`config.mk`:
```
export PLATFORM = sky130hd
export DESIGN_NAME = timer_match_n
export DESIGN_NICKNAME = d
export VERILOG_FILES = /design/src/rtl/timer_pkg.sv /design/src/rtl/timer_match_ch.sv /design/src/rtl/timer_match_n.sv
export SDC_FILE = /design/constraint.sdc
export NUM_CORES = 1
export LEC_CHECK = 0
export ABC_AREA = 1
export BUFFER_PORTS_ARGS = -buffer_cell sky130_fd_sc_hd__buf_4
export CAP_MARGIN = 20
export CORE_ASPECT_RATIO = 1.25
export CORE_UTILIZATION = 35
export CTS_CLUSTER_SIZE = 10
export DETAILED_ROUTE_END_ITERATION = 16
export GPL_TIMING_DRIVEN = 0
export PLACE_DENSITY = 0.63
export SETUP_SLACK_MARGIN = 0.05
export SYNTH_ARGS = -nofsm -noshare
export SYNTH_HDL_FRONTEND = slang
export SYNTH_SLANG_ARGS = --single-unit
export TNS_END_PERCENT = 1
```
`constraint.sdc`:
```
create_clock -name clk -period 1.9 [get_ports clk]
set_input_delay 0 -clock clk [delete_from_list [all_inputs] [get_ports clk]]
set_output_delay 0 -clock clk [all_outputs]
set_load 0.005 [all_outputs]
```
`src/rtl/timer_pkg.sv`:
```
// -----------------------------------------------------------------------------
// timer_pkg
// Shared definitions for the match timer: bit positions inside the per-channel
// match control field and the external-match action encodings, plus a helper
// that computes the next external-match output for a given action.
// -----------------------------------------------------------------------------
package timer_pkg;

    // Bit positions inside each 3-bit per-channel match control field
    localparam int unsigned MCR_INT_EN = 0;
    localparam int unsigned MCR_RST    = 1;
    localparam int unsigned MCR_STOP   = 2;
    localparam int unsigned MCR_W      = 3;
    localparam int unsigned EMC_W      = 2;

    // External-match actions applied to em[i] on a match event
    typedef enum logic [1:0] {
        EMC_NONE   = 2'd0,
        EMC_CLEAR  = 2'd1,
        EMC_SET    = 2'd2,
        EMC_TOGGLE = 2'd3
    } emc_e;

    // Next value of an external-match output when its channel matches
    function automatic logic em_next(input logic [1:0] act, input logic cur);
        logic nxt;
        case (act)
            EMC_CLEAR:  nxt = 1'b0;
            EMC_SET:    nxt = 1'b1;
            EMC_TOGGLE: nxt = ~cur;
            default:    nxt = cur;
        endcase
        return nxt;
    endfunction

endpackage

```
`src/rtl/timer_match_ch.sv`:
```
// -----------------------------------------------------------------------------
// timer_match_ch
// One match channel: compares the pre-increment timer value against its match
// value on each enabled tick, owns its sticky interrupt flag and external-match
// flop, and raises stop/reset requests for the counter logic in the top.
//
// Ports
//   clk, reset     clock, asynchronous active-low reset
//   match_en       counter ticked this cycle and comparisons are armed
//   tc             current (pre-increment) timer count
//   mr             match value for this channel
//   mcr            {stop, reset, int_en}
//   emc            external-match action
//   ir_clr         write-1-to-clear for ir (loses to a simultaneous set)
//   ir, em         sticky interrupt flag, external-match output (registered)
//   rst_req        match event with reset enabled (combinational)
//   stop_req       match event with stop enabled (combinational)
// -----------------------------------------------------------------------------
module timer_match_ch
    import timer_pkg::*;
#(
    parameter int WIDTH = 32
) (
    input  logic             clk,
    input  logic             reset,
    input  logic             match_en,
    input  logic [WIDTH-1:0] tc,
    input  logic [WIDTH-1:0] mr,
    input  logic [2:0]       mcr,
    input  logic [1:0]       emc,
    input  logic             ir_clr,
    output logic             ir,
    output logic             em,
    output logic             rst_req,
    output logic             stop_req
);

    logic match_s;
    logic ir_r;
    logic em_r;

    assign match_s  = match_en && (tc == mr);
    assign rst_req  = match_s && mcr[MCR_RST];
    assign stop_req = match_s && mcr[MCR_STOP];
    assign ir       = ir_r;
    assign em       = em_r;

    // Sticky interrupt flag (set beats clear) and external-match output
    always_ff @(posedge clk or negedge reset) begin
        if (!reset) begin
            ir_r <= 1'b0;
            em_r <= 1'b0;
        end else begin
            if (match_s && mcr[MCR_INT_EN]) begin
                ir_r <= 1'b1;
            end else if (ir_clr) begin
                ir_r <= 1'b0;
            end else begin
                ir_r <= ir_r;
            end
            if (match_s) begin
                em_r <= em_next(emc, em_r);
            end else begin
                em_r <= em_r;
            end
        end
    end

endmodule

```
`src/rtl/timer_match_n.sv`:
```
// -----------------------------------------------------------------------------
// timer_match_n
// Prescaled timer with NUM_MATCH match channels. The prescale counter pc runs
// while the run flag is set and produces a tick when it reaches the prescale
// terminal value; each tick advances the timer counter tc unless a matching
// channel requests reset (tc -> 0) or stop (tc held, run flag cleared).
//
// Ports
//   clk, reset               clock, asynchronous active-low reset
//   start, stop              run-flag set / clear pulses (stop wins)
//   cnt_rst                  level; holds pc and tc at 0, suppresses matches
//   cfg_we                   loads cfg_pr/cfg_mr/cfg_mcr/cfg_emc into shadows
//   cfg_pr                   prescale terminal value
//   cfg_mr                   match values, channel i at [i*WIDTH +: WIDTH]
//   cfg_mcr                  {stop, reset, int_en} per channel at [i*3 +: 3]
//   cfg_emc                  external-match action per channel at [i*2 +: 2]
//   ir_clr                   write-1-to-clear mask for ir
//   tc, pc, running          timer count, prescale count, run flag
//   ir, irq, em              sticky flags, OR of flags, external-match outputs
// -----------------------------------------------------------------------------
module timer_match_n
    import timer_pkg::*;
#(
    parameter int WIDTH     = 32,
    parameter int NUM_MATCH = 4
) (
    input  logic                           clk,
    input  logic                           reset,
    input  logic                           start,
    input  logic                           stop,
    input  logic                           cnt_rst,
    input  logic                           cfg_we,
    input  logic [WIDTH-1:0]               cfg_pr,
    input  logic [NUM_MATCH*WIDTH-1:0]     cfg_mr,
    input  logic [NUM_MATCH*MCR_W-1:0]     cfg_mcr,
    input  logic [NUM_MATCH*EMC_W-1:0]     cfg_emc,
    input  logic [NUM_MATCH-1:0]           ir_clr,
    output logic [WIDTH-1:0]               tc,
    output logic [WIDTH-1:0]               pc,
    output logic                           running,
    output logic [NUM_MATCH-1:0]           ir,
    output logic                           irq,
    output logic [NUM_MATCH-1:0]           em
);

    logic [WIDTH-1:0]           pr_r;
    logic [NUM_MATCH*WIDTH-1:0] mr_r;
    logic [NUM_MATCH*MCR_W-1:0] mcr_r;
    logic [NUM_MATCH*EMC_W-1:0] emc_r;

    logic [WIDTH-1:0]     pc_r, pc_nxt_s;
    logic [WIDTH-1:0]     tc_r, tc_nxt_s;
    logic                 running_r, running_nxt_s;
    // Set after a stop-match leaves tc parked on a match value, so the
    // first tick after a restart moves tc on instead of re-matching and
    // stopping again on the same count.
    logic                 hold_r, hold_nxt_s;

    logic                 tick_s;
    logic                 match_en_s;
    logic [NUM_MATCH-1:0] rst_req_s;
    logic [NUM_MATCH-1:0] stop_req_s;
    logic                 any_rst_s;
    logic                 any_stop_s;

    assign tick_s     = running_r && !cnt_rst && (pc_r == pr_r);
    assign match_en_s = tick_s && !hold_r;
    assign any_rst_s  = |rst_req_s;
    assign any_stop_s = |stop_req_s;

    assign tc      = tc_r;
    assign pc      = pc_r;
    assign running = running_r;
    assign irq     = |ir;

    // Configuration shadow registers
    always_ff @(posedge clk or negedge reset) begin
        if (!reset) begin
            pr_r  <= {WIDTH{1'b0}};
            mr_r  <= {(NUM_MATCH*WIDTH){1'b0}};
            mcr_r <= {(NUM_MATCH*MCR_W){1'b0}};
            emc_r <= {(NUM_MATCH*EMC_W){1'b0}};
        end else if (cfg_we) begin
            pr_r  <= cfg_pr;
            mr_r  <= cfg_mr;
            mcr_r <= cfg_mcr;
            emc_r <= cfg_emc;
        end else begin
            pr_r  <= pr_r;
            mr_r  <= mr_r;
            mcr_r <= mcr_r;
            emc_r <= emc_r;
        end
    end

    // Next-state for counters, run flag and stop-hold marker
    always_comb begin
        pc_nxt_s      = pc_r;
        tc_nxt_s      = tc_r;
        running_nxt_s = running_r;
        hold_nxt_s    = hold_r;

        if (cnt_rst) begin
            pc_nxt_s   = {WIDTH{1'b0}};
            tc_nxt_s   = {WIDTH{1'b0}};
            hold_nxt_s = 1'b0;
        end else if (tick_s) begin
            pc_nxt_s   = {WIDTH{1'b0}};
            hold_nxt_s = any_stop_s && !any_rst_s;
            if (any_rst_s) begin
                tc_nxt_s = {WIDTH{1'b0}};
            end else if (any_stop_s) begin
                tc_nxt_s = tc_r;
            end else begin
                tc_nxt_s = tc_r + WIDTH'(1'b1);
            end
        end else if (running_r) begin
            pc_nxt_s = pc_r + WIDTH'(1'b1);
        end else begin
            pc_nxt_s = pc_r;
        end

        if (stop || any_stop_s) begin
            running_nxt_s = 1'b0;
        end else if (start) begin
            running_nxt_s = 1'b1;
        end else begin
            running_nxt_s = running_r;
        end
    end

    // Counter and run-flag state registers
    always_ff @(posedge clk or negedge reset) begin
        if (!reset) begin
            pc_r      <= {WIDTH{1'b0}};
            tc_r      <= {WIDTH{1'b0}};
            running_r <= 1'b0;
            hold_r    <= 1'b0;
        end else begin
            pc_r      <= pc_nxt_s;
            tc_r      <= tc_nxt_s;
            running_r <= running_nxt_s;
            hold_r    <= hold_nxt_s;
        end
    end

    for (genvar i = 0; i < NUM_MATCH; i++) begin : g_ch
        timer_match_ch #(
            .WIDTH (WIDTH)
        ) u_ch (
            .clk      (clk),
            .reset    (reset),
            .match_en (match_en_s),
            .tc       (tc_r),
            .mr       (mr_r[i*WIDTH +: WIDTH]),
            .mcr      (mcr_r[i*MCR_W +: MCR_W]),
            .emc      (emc_r[i*EMC_W +: EMC_W]),
            .ir_clr   (ir_clr[i]),
            .ir       (ir[i]),
            .em       (em[i]),
            .rst_req  (rst_req_s[i]),
            .stop_req (stop_req_s[i])
        );
    end

endmodule

```
==> results_dict.tcl, run 1 <==
set metrics [dict create \
    status "finished, violations left" \
    violations "hold timing, setup timing" \
    num_io_pins 264 \
    slew_headroom_pct 35.2 \
    finalMaxSlewViolations 0 \
    drv_cap 0 \
    finalHoldViolations 7 \
    dp_cells 2424 \
    layout_commonest_cell "nand2_1" \
    grtUsageTotal_pct 24.5 \
    synthesis.nets 1860 \
    fin_nets 2414 \
    cts_root_buf "clkbuf_16" \
    finalSetupViolCount 71 \
    drc 0 \
    ys_types 38 \
    insertion_delay_ns 0.57 \
    synth-seq-cells 254 \
    worstHoldPathType "in2async" \
    worstPathRequired_ns 2.35 \
    max_stage_delay_ns 0.43 \
    synthAdderAreaFrac_pct 0.185 \
    grt_max_degree 116 \
    synth_edf_count 0 \
    timing.final.crit_share_pct 124 \
    cts_made_buffers 30 \
    p_leak_nw 9.82 \
    postSynthCellCount 1668 \
    timing.rr.start "tc[26]" \
    drt_iter0_drc 737 \
    grt_setup_unrepaired "yes" \
    synth_ff_type "dfrtp_1" \
    dp.final_hpwl_microns 34200 \
    cts.sinks 254 \
    die_x_microns 178 \
    final_util_pct 53.2 \
    finalClockSkew_ns 0.0127 \
    syn_to_final_growth_pct 49.6 \
    gp_congestion 0.921 \
    cp_data_arrival_time_ns 2.81 \
    cts_tree "yes" \
    synth_compound_area_share_pct 5.28 \
    crit_path_cell_trace "buf_6, inv_1, nand2_1, nand2_1, nor2_1, nand2_1, nor2_2, nand2_2, nor2_4, nand4_1, nand3_4, nor2_4, nand2_4, nand2_8, clkbuf_16, nand2_2, nand2_1" \
    holdWs_ns -0.00843 \
    instances_no_fill 2726 \
    reg2reg_setup_slack_ns -0.46 \
    setup_slack_ns -0.457 \
    startpoint "tc[26]" \
    yosys.area_share.simple_pct 24.7 \
    fin_setup_tns_ns -22.79 \
    drive_gt1_share_pct 30.2 \
    crit_fanout 8 \
    cts.path.max_buffers 3 \
    via_per_inst 4.83 \
    row_count 80 \
    fin_crit_ns 2.36 \
    worstMarginPinSlew_ns 0.972 \
    max_freq_ghz 0.424 \
    path_class "reg2reg" \
    initial_utilization_pct 35.6 \
    vias 13200 \
    routedWlPerCell_microns 17.9 \
    syn_avg_cell_area_sq_um 8.13 \
    worstRegToRegCells 17 \
    grt_first_pass_wirelength_microns 74200 \
    critPathCaptureType "flop" \
    antenna_left 0 \
    async_flop_share_pct 100 \
    grt_pass1_vias 13600 \
    die_area_sq_um 39500 \
    layout_common_cells "nand2_1, buf_4, dfrtp_1" \
    path_buf_inv 3 \
    grt_remaining_overflow 0 \
    synth-xor-area-share_pct 7.56 \
    synth_top_family_by_area "simple AND/OR/NAND/NOR gates" \
    synthMuxAreaShare_pct 7.39 \
    crit_family "simple AND/OR/NAND/NOR gates" \
    r2r_end "tc[26]" \
    fp.dieH_microns 222 \
    dr.pass1.iters 5 \
    htreeDepth 1 \
    synth_area_sq_um 13600 \
    cp_slowest_cell "dfrtp_1" \
    clk_pin_slew_ns 0.06 \
    cpMostUsedCell "nand2_1" \
    ys_warn_count 0 \
    core_region_area_sq_um 38100 \
    ys_seq_area_share_pct 46.9 \
    start_kind "flop" \
    vdd_ir_drop_max_mv 0.696 \
    portBuffers 262 \
    antenna_found_initial 1 \
    wl_microns 48800 \
    power_density_nw_per_um2 666 \
]
## metrics by stage
step	area, sq um	setup slack, ns	power [W]
global route	20300	-0.581	0.0141
finish	20300	-0.457	0.0135
floorplan	13600	-0.181	0.00696
CTS	19500	-0.472	0.0135
global placement	16100	-1.42	0.00773
detailed placement	16200	-1.07	0.00779
## worst register-to-register path, delay by kind of cell (launching register included)
| kind | cells | cell delay [ns] |
|---|---|---|
| DFF | 1 | 0.43 |
| and+or+nand+nor | 14 | 1.35 |
| buffers and inverters | 3 | 0.47 |
## per-layer routing
layer | track usage, % | up-vias | part of all wire [%]
met3 | 3.65 | 87 | 5.0
met1 | 28.9 | 6377 | 40
met5 | 0 | - | 0
met2 | 43.9 | 371 | 52
met4 | 9.70 | 0 | 3.4
li1 | - | 6344 | -
## cells in the mapped netlist (2+ instances only)
library cell	instances	share of area, %
clkbuf_1	36	1.0
nand3_1	46	1.7
ha_1	2	0.18
nor2_1	151	4.2
o21ai_1	2	0.074
nand4_1	28	1.3
o22a_1	4	0.26
or2_0	2	0.092
nand3_2	2	0.15
buf_1	2	0.055
nand2_1	511	14
nor3b_1	5	0.28
xnor2_1	5	0.32
buf_2	34	1.3
nor3_2	3	0.22
o21ai_0	103	3.8
a211oi_1	2	0.11
inv_2	8	0.22
nor4_1	7	0.32
nand2_4	3	0.25
mux2_2	89	7.4
nor3_1	45	1.7
a31oi_1	2	0.092
xor2_1	112	7.2
inv_1	166	4.6
a21oi_1	14	0.52
nor2_2	2	0.092
buf_4	15	0.83
o21a_1	2	0.11
o22ai_1	4	0.18
dfrtp_1	254	47
## flip-flops by register name, summed over array words and instances, names as in the netlist
| signal | flops |
|---|---|
| running | 1 |
| emc_r | 8 |
| pc | 32 |
| mcr_r | 12 |
| mr_r | 128 |
| g_ch.u_ch.em | 4 |
| g_ch.u_ch.ir | 4 |
| pr_r | 32 |
| hold_r | 1 |
| tc | 32 |
## worst max path at each step
stage                            to  slack (ns)  cells past startpoint
after detailed placement     tc[26]       -1.07                     16
after global routing         tc[27]       -0.58                     16
after global placement    mr_r[103]       -1.42                      1
after CTS                    tc[25]       -0.47                     15
after floorplan              pc[24]       -0.18                     12
final                        tc[26]       -0.46                     17
## power by group
group	internal, W	switching, W	leakage [nW]
clock network	0.00309	0.00226	0.425
registers	0.00580	0.000243	3.15
logic	0.00109	0.00103	6.24
total	0.00998	0.00353	9.82
## repair_timing
item	in CTS	in global routing
setup buffers	26	40
pin swaps	24	47
endpoints found under the setup margin	195	75
cloned	0	3
hold endpoints to repair	368	16
hold buffers	188	2
resized for setup	113	123
## cell families (layout without fill, tap and decap cells)
logic type	Yosys count	in the layout
buf+inv	262	826
flops	254	254
fa+ha+maj	2	2
other cells	0	2
simple gates	809	809
xor+xnor	117	117
compound gates	135	135
mux	89	89
## area by class of cell
type                       instances  area [sq um]
fill                            3453         17900
sequential                       254          6370
antenna                            2          5.00
timing repair buffer             523          4520
clock buffer                      42           867
tap                              492           616
inverter                         174           674
multi-input combinational       1152          6630
buffer                            87           601
(Power assumes the default switching activity.)
==> run 2, diff against run 1 <==
==> constraint.sdc (replaced) <==
create_clock -name clk -period 1.9 [get_ports clk]
set_input_delay 0.19 -clock clk [delete_from_list [all_inputs] [get_ports clk]]
set_output_delay 0.19 -clock clk [all_outputs]
set_load 0.005 [all_outputs]
==> run 2 against run 1 <==
- the flow finishes with violations (setup timing)
- via count is 0.57% lower
- die area stayed put
- total power decreased by 0.25%
- clock power about the same
==> results_dict.tcl, run 2 (synthesis results as in run 1) <==
set metrics [dict create \
    status "finished, violations left" \
    violations "setup timing" \
    fin_crit_ns 2.35 \
    row_count 80 \
    crit_fanout 8 \
    finalSetupViolCount 71 \
    holdWs_ns 0.119 \
    wl_microns 48200 \
    setup_slack_ns -0.447 \
    crit_path_cell_trace "clkbuf_4, xor2_1, nor2_1, nand2_1, nor2_1, nand2_2, nor2_4, buf_4, buf_4, buf_4, buf_4, buf_4, buf_4, nand2_1, o22a_1" \
    portBuffers 262 \
    layout_commonest_cell "nand2_1" \
    path_class "reg2reg" \
    slew_headroom_pct 35.0 \
    power_density_nw_per_um2 672 \
    num_io_pins 264 \
    max_stage_delay_ns 0.43 \
    worstPathRequired_ns 2.36 \
    die_area_sq_um 39500 \
    fin_setup_tns_ns -19.77 \
    fp.dieH_microns 222 \
    grt_remaining_overflow 0 \
    startpoint "tc[25]" \
    layout_common_cells "nand2_1, buf_4, dfrtp_1" \
    pre_cts_slack_ns -1.22 \
    drc 0 \
    routedWlPerCell_microns 17.8 \
    crit_end "g_ch[3].u_ch.em" \
    grtUsageTotal_pct 24.6 \
    crit_family "buffers and inverters" \
    core_region_area_sq_um 38100 \
    path_buf_inv 7 \
    worstHoldPathType "in2reg" \
    largest_reg_flops 128 \
    cpMostUsedCell "buf_4" \
    start_kind "flop" \
    max_freq_ghz 0.426 \
    grt_first_pass_wirelength_microns 74500 \
    clk_pin_slew_ns 0.06 \
    htreeDepth 1 \
    cts_root_buf "clkbuf_16" \
    reg2reg_setup_slack_ns -0.45 \
    insertion_delay_ns 0.57 \
    cts.path.max_buffers 3 \
    cts_tree "yes" \
    vdd_ir_drop_max_mv 0.698 \
    instances_no_fill 2715 \
    fin_nets 2404 \
    dp_cells 2424 \
    syn_to_final_growth_pct 47.9 \
    cts_made_buffers 30 \
    die_x_microns 178 \
    worstRegToRegCells 15 \
    crit_cells 15 \
    top_register "mr_r" \
    critPathCaptureType "flop" \
    worstHoldStart "cnt_rst" \
    cts.sinks 254 \
    finalClockSkew_ns 0.0127 \
    grt_pass1_vias 13700 \
    antenna_found_initial 1 \
    timing.rr.start "tc[25]" \
    antenna_left 0 \
    r2r_end "g_ch[3].u_ch.em" \
    initial_utilization_pct 35.6 \
    finalHoldViolations 0 \
    finalMaxSlewViolations 0 \
    dr.pass1.iters 5 \
    drv_cap 0 \
    gp_congestion 0.921 \
    drive_gt1_share_pct 28.5 \
    grt_max_degree 116 \
    via_per_inst 4.83 \
    drt_iter0_drc 703 \
    dp.final_hpwl_microns 34200 \
    worstMarginPinSlew_ns 0.976 \
    timing.final.crit_share_pct 124 \
    grt_setup_unrepaired "yes" \
    vias 13100 \
    cp_slowest_cell "dfrtp_1" \
    cp_data_arrival_time_ns 2.81 \
    p_leak_nw 9.72 \
]
run 2: layout make-up:
| type | instances | area, sq um |
|---|---|---|
| diodes | 1 | 2.50 |
| plain buffers | 87 | 601 |
| clock buffers | 42 | 867 |
| fillers | 3464 | 18100 |
| inverters | 174 | 677 |
| multi-input cells | 1152 | 6550 |
| flip-flops and latches | 254 | 6370 |
| well taps | 492 | 616 |
| repair buffers | 513 | 4380 |
run 2: per-layer routing:
| metal | up-vias | GRT usage, % | share of wire (%) |
|---|---|---|---|
| met5 | - | 0 | 0 |
| met4 | 0 | 9.95 | 3.5 |
| met3 | 90 | 3.64 | 5.5 |
| met2 | 375 | 44.1 | 52 |
| met1 | 6324 | 29.0 | 39 |
| li1 | 6315 | - | - |
run 2: report_power, final:
part           total [W]  internal, W  switching, W
sequential       0.00604      0.00580      0.000242
clock            0.00535      0.00309       0.00226
combinational    0.00209      0.00107       0.00101
run 2: worst min-delay path by stage:
stage	depth (start not counted)	end
after detailed placement	1	pr_r[8]
after floorplan	0	emc_r[0]
final	5	pc[31]
after global placement	2	running
after CTS	5	pc[31]
after global routing	5	pc[31]
run 2: timing repair:
item / CTS / global route
endpoints found under the setup margin: 243 / 172
hold buffers: 187 / 0
buffers inserted: 33 / 28
pin swaps: 20 / 35
endpoints found under the hold margin: 241 / 0
gates resized for setup: 119 / 87
cloned: 1 / 0
run 2: per-stage QoR:
step / power [W] / util [%] / area [sq um]
after floorplan: 0.00696 / - / 13600
after global placement: 0.00773 / 42.3 / 16100
after detailed placement: 0.00779 / 42.5 / 16200
after CTS: 0.0135 / 51.3 / 19600
after global routing: 0.0141 / 52.6 / 20100
final: 0.0135 / 52.6 / 20100
run 2: tightest hold or removal path, cell delays in order:
cell and delay, ns:
buf_4 0.13, nor2_4 0.06, clkinv_4 0.11, a21oi_1 0.05, o21a_1 0.10
==> run 3, diff against run 2 <==
==> constraint.sdc (replaced) <==
create_clock -name clk -period 2.1 [get_ports clk]
set_input_delay 0.21 -clock clk [delete_from_list [all_inputs] [get_ports clk]]
set_output_delay 0.21 -clock clk [all_outputs]
set_load 0.005 [all_outputs]
==> run 3 against run 2 <==
- the flow still finishes with violations (setup timing)
- first-iteration DRC count shrank 1.6%
- final area shrank 0.80%
- total power shrank 9.8%
- sequential share of layout area grew 0.27 points
- critical endpoint unchanged
- largest power group unchanged
==> results_dict.tcl, run 3 (synthesis results as in run 1) <==
set metrics [dict create \
    reg2reg_setup_slack_ns -0.25 \
    max_stage_delay_ns 0.38 \
    p_leak_nw 9.66 \
    violations "setup timing" \
    fin_setup_tns_ns -7.57 \
    status "finished, violations left" \
    wl_microns 47900 \
    finalClockSkew_ns 0.0121 \
    start_kind "flop" \
    grt_first_pass_wirelength_microns 74200 \
    num_io_pins 264 \
    fp.dieH_microns 222 \
    worstHoldPathType "in2reg" \
    cts_tree "yes" \
    clk_pin_slew_ns 0.06 \
    initial_utilization_pct 35.6 \
    cts_made_buffers 30 \
    drt_iter0_drc 692 \
    dr.pass1.iters 5 \
    cp_slowest_cell "dfrtp_1" \
    cpMostUsedCell "buf_4" \
    largest_reg_flops 128 \
    layout_commonest_cell "nand2_1" \
    core_region_area_sq_um 38100 \
    fin_nets 2393 \
    vias 13100 \
    setup_slack_ns -0.249 \
    syn_to_final_growth_pct 46.8 \
    fin_crit_ns 2.35 \
    r2r_end "g_ch[3].u_ch.em" \
    finalHoldViolations 0 \
    cts.path.max_buffers 3 \
    gp_congestion 0.921 \
    holdPathEnd "pc[31]" \
    portBuffers 262 \
    dp.final_hpwl_microns 34200 \
    grt_setup_unrepaired "yes" \
    worstRegToRegCells 15 \
    crit_family "simple AND/OR/NAND/NOR gates" \
    pre_cts_slack_ns -1.04 \
    grt_max_degree 116 \
    antenna_left 0 \
    multi_input_area_sq_um 6500 \
    routedWlPerCell_microns 17.7 \
    grtUsageTotal_pct 24.5 \
    grt_pass1_vias 13600 \
    cts.sinks 254 \
    grt_remaining_overflow 0 \
    layout_common_cells "nand2_1, buf_4, dfrtp_1" \
    timing.rr.start "tc[17]" \
    drv_cap 0 \
    finalMaxSlewViolations 0 \
    antenna_found_initial 1 \
    worstHoldStart "cnt_rst" \
    finalSetupViolCount 57 \
    worstPathRequired_ns 2.56 \
    crit_path_cell_trace "buf_6, xor2_1, nor2_1, nand2_1, nor2_2, nand2_2, nor2_4, buf_4, buf_4, buf_4, buf_4, buf_4, buf_4, nand2_1, o22a_1" \
    top_register "mr_r" \
    row_count 80 \
    timing.final.crit_share_pct 112 \
    seq_area_sq_um 6370 \
    via_per_inst 4.83 \
    cp_data_arrival_time_ns 2.81 \
    min_delay_path_depth 5 \
    fillCellCount 3501 \
    path_buf_inv 7 \
    die_area_sq_um 39500 \
    htreeDepth 1 \
    cts_root_buf "clkbuf_16" \
    die_x_microns 178 \
    crit_fanout 9 \
    path_class "reg2reg" \
    critPathCaptureType "flop" \
    drc 0 \
    vdd_ir_drop_max_mv 0.631 \
    slew_headroom_pct 35.2 \
    max_freq_ghz 0.426 \
    power_density_nw_per_um2 611 \
    insertion_delay_ns 0.57 \
    drive_gt1_share_pct 27.8 \
    worstMarginPinSlew_ns 0.972 \
]
## run 3: stage by stage
stage	cells	utilization, %	power [W]	area (sq um)	hold WS (ns)
floorplan	1668	-	0.00630	13600	-0.0856
global placement	2422	42.3	0.00699	16100	0.372
detailed placement	2424	42.5	0.00705	16200	0.168
CTS	2678	51.0	0.0123	19500	0.131
global route	2704	52.2	0.0127	19900	0.128
finish	2705	52.2	0.0122	19900	0.112
## run 3: timing repair
action / 4_1_cts / 5_1_grt
buffers inserted: 26 / 25
setup endpoints to repair: 193 / 73
resized for setup: 105 / 81
pin swaps: 23 / 30
hold buffers: 187 / 0
endpoints found under the hold margin: 241 / 0
## run 3: where the power goes
group	switching (W)	internal [W]
clock network	0.00203	0.00280
logic	0.000909	0.000958
registers	0.000218	0.00524
## run 3: how the worst max path moves through the flow
| stage | from | to | cells after the start |
|---|---|---|---|
| 6_report | tc[17] | g_ch[3].u_ch.em | 15 |
| 5_1_grt | tc[21] | tc[26] | 17 |
| 4_1_cts | tc[3] | tc[25] | 15 |
| 3_5_place_dp | cfg_we | mr_r[101] | 6 |
| 3_3_place_gp | reset | mr_r[103] | 1 |
| 2_1_floorplan | pc[0] | pc[24] | 12 |
## run 3: worst min-delay path, stage by stage
cell,delay (ns)
buf_4,0.13
nor2_4,0.05
clkinv_4,0.10
a21oi_1,0.05
o21a_1,0.09
## run 3: routing by layer
metal  share of wire, %  vias to the layer above  GRT usage, %
li1                   -                     6301             -
met1                 40                     6292          28.9
met2                 51                      375          43.9
met3                5.3                       91          3.65
met4                3.6                        0          9.70
met5                  0                        -             0
## run 3: cell type report
type / count / share of cell area [%]
Antenna cell: 2 / 0.0252
Buffer: 87 / 2.87
Multi-Input combinational cell: 1152 / 32.7
Tap cell: 492 / 3.09
Clock buffer: 42 / 4.36
Timing Repair Buffer: 502 / 21.5
Inverter: 174 / 3.40
Sequential cell: 254 / 32.0
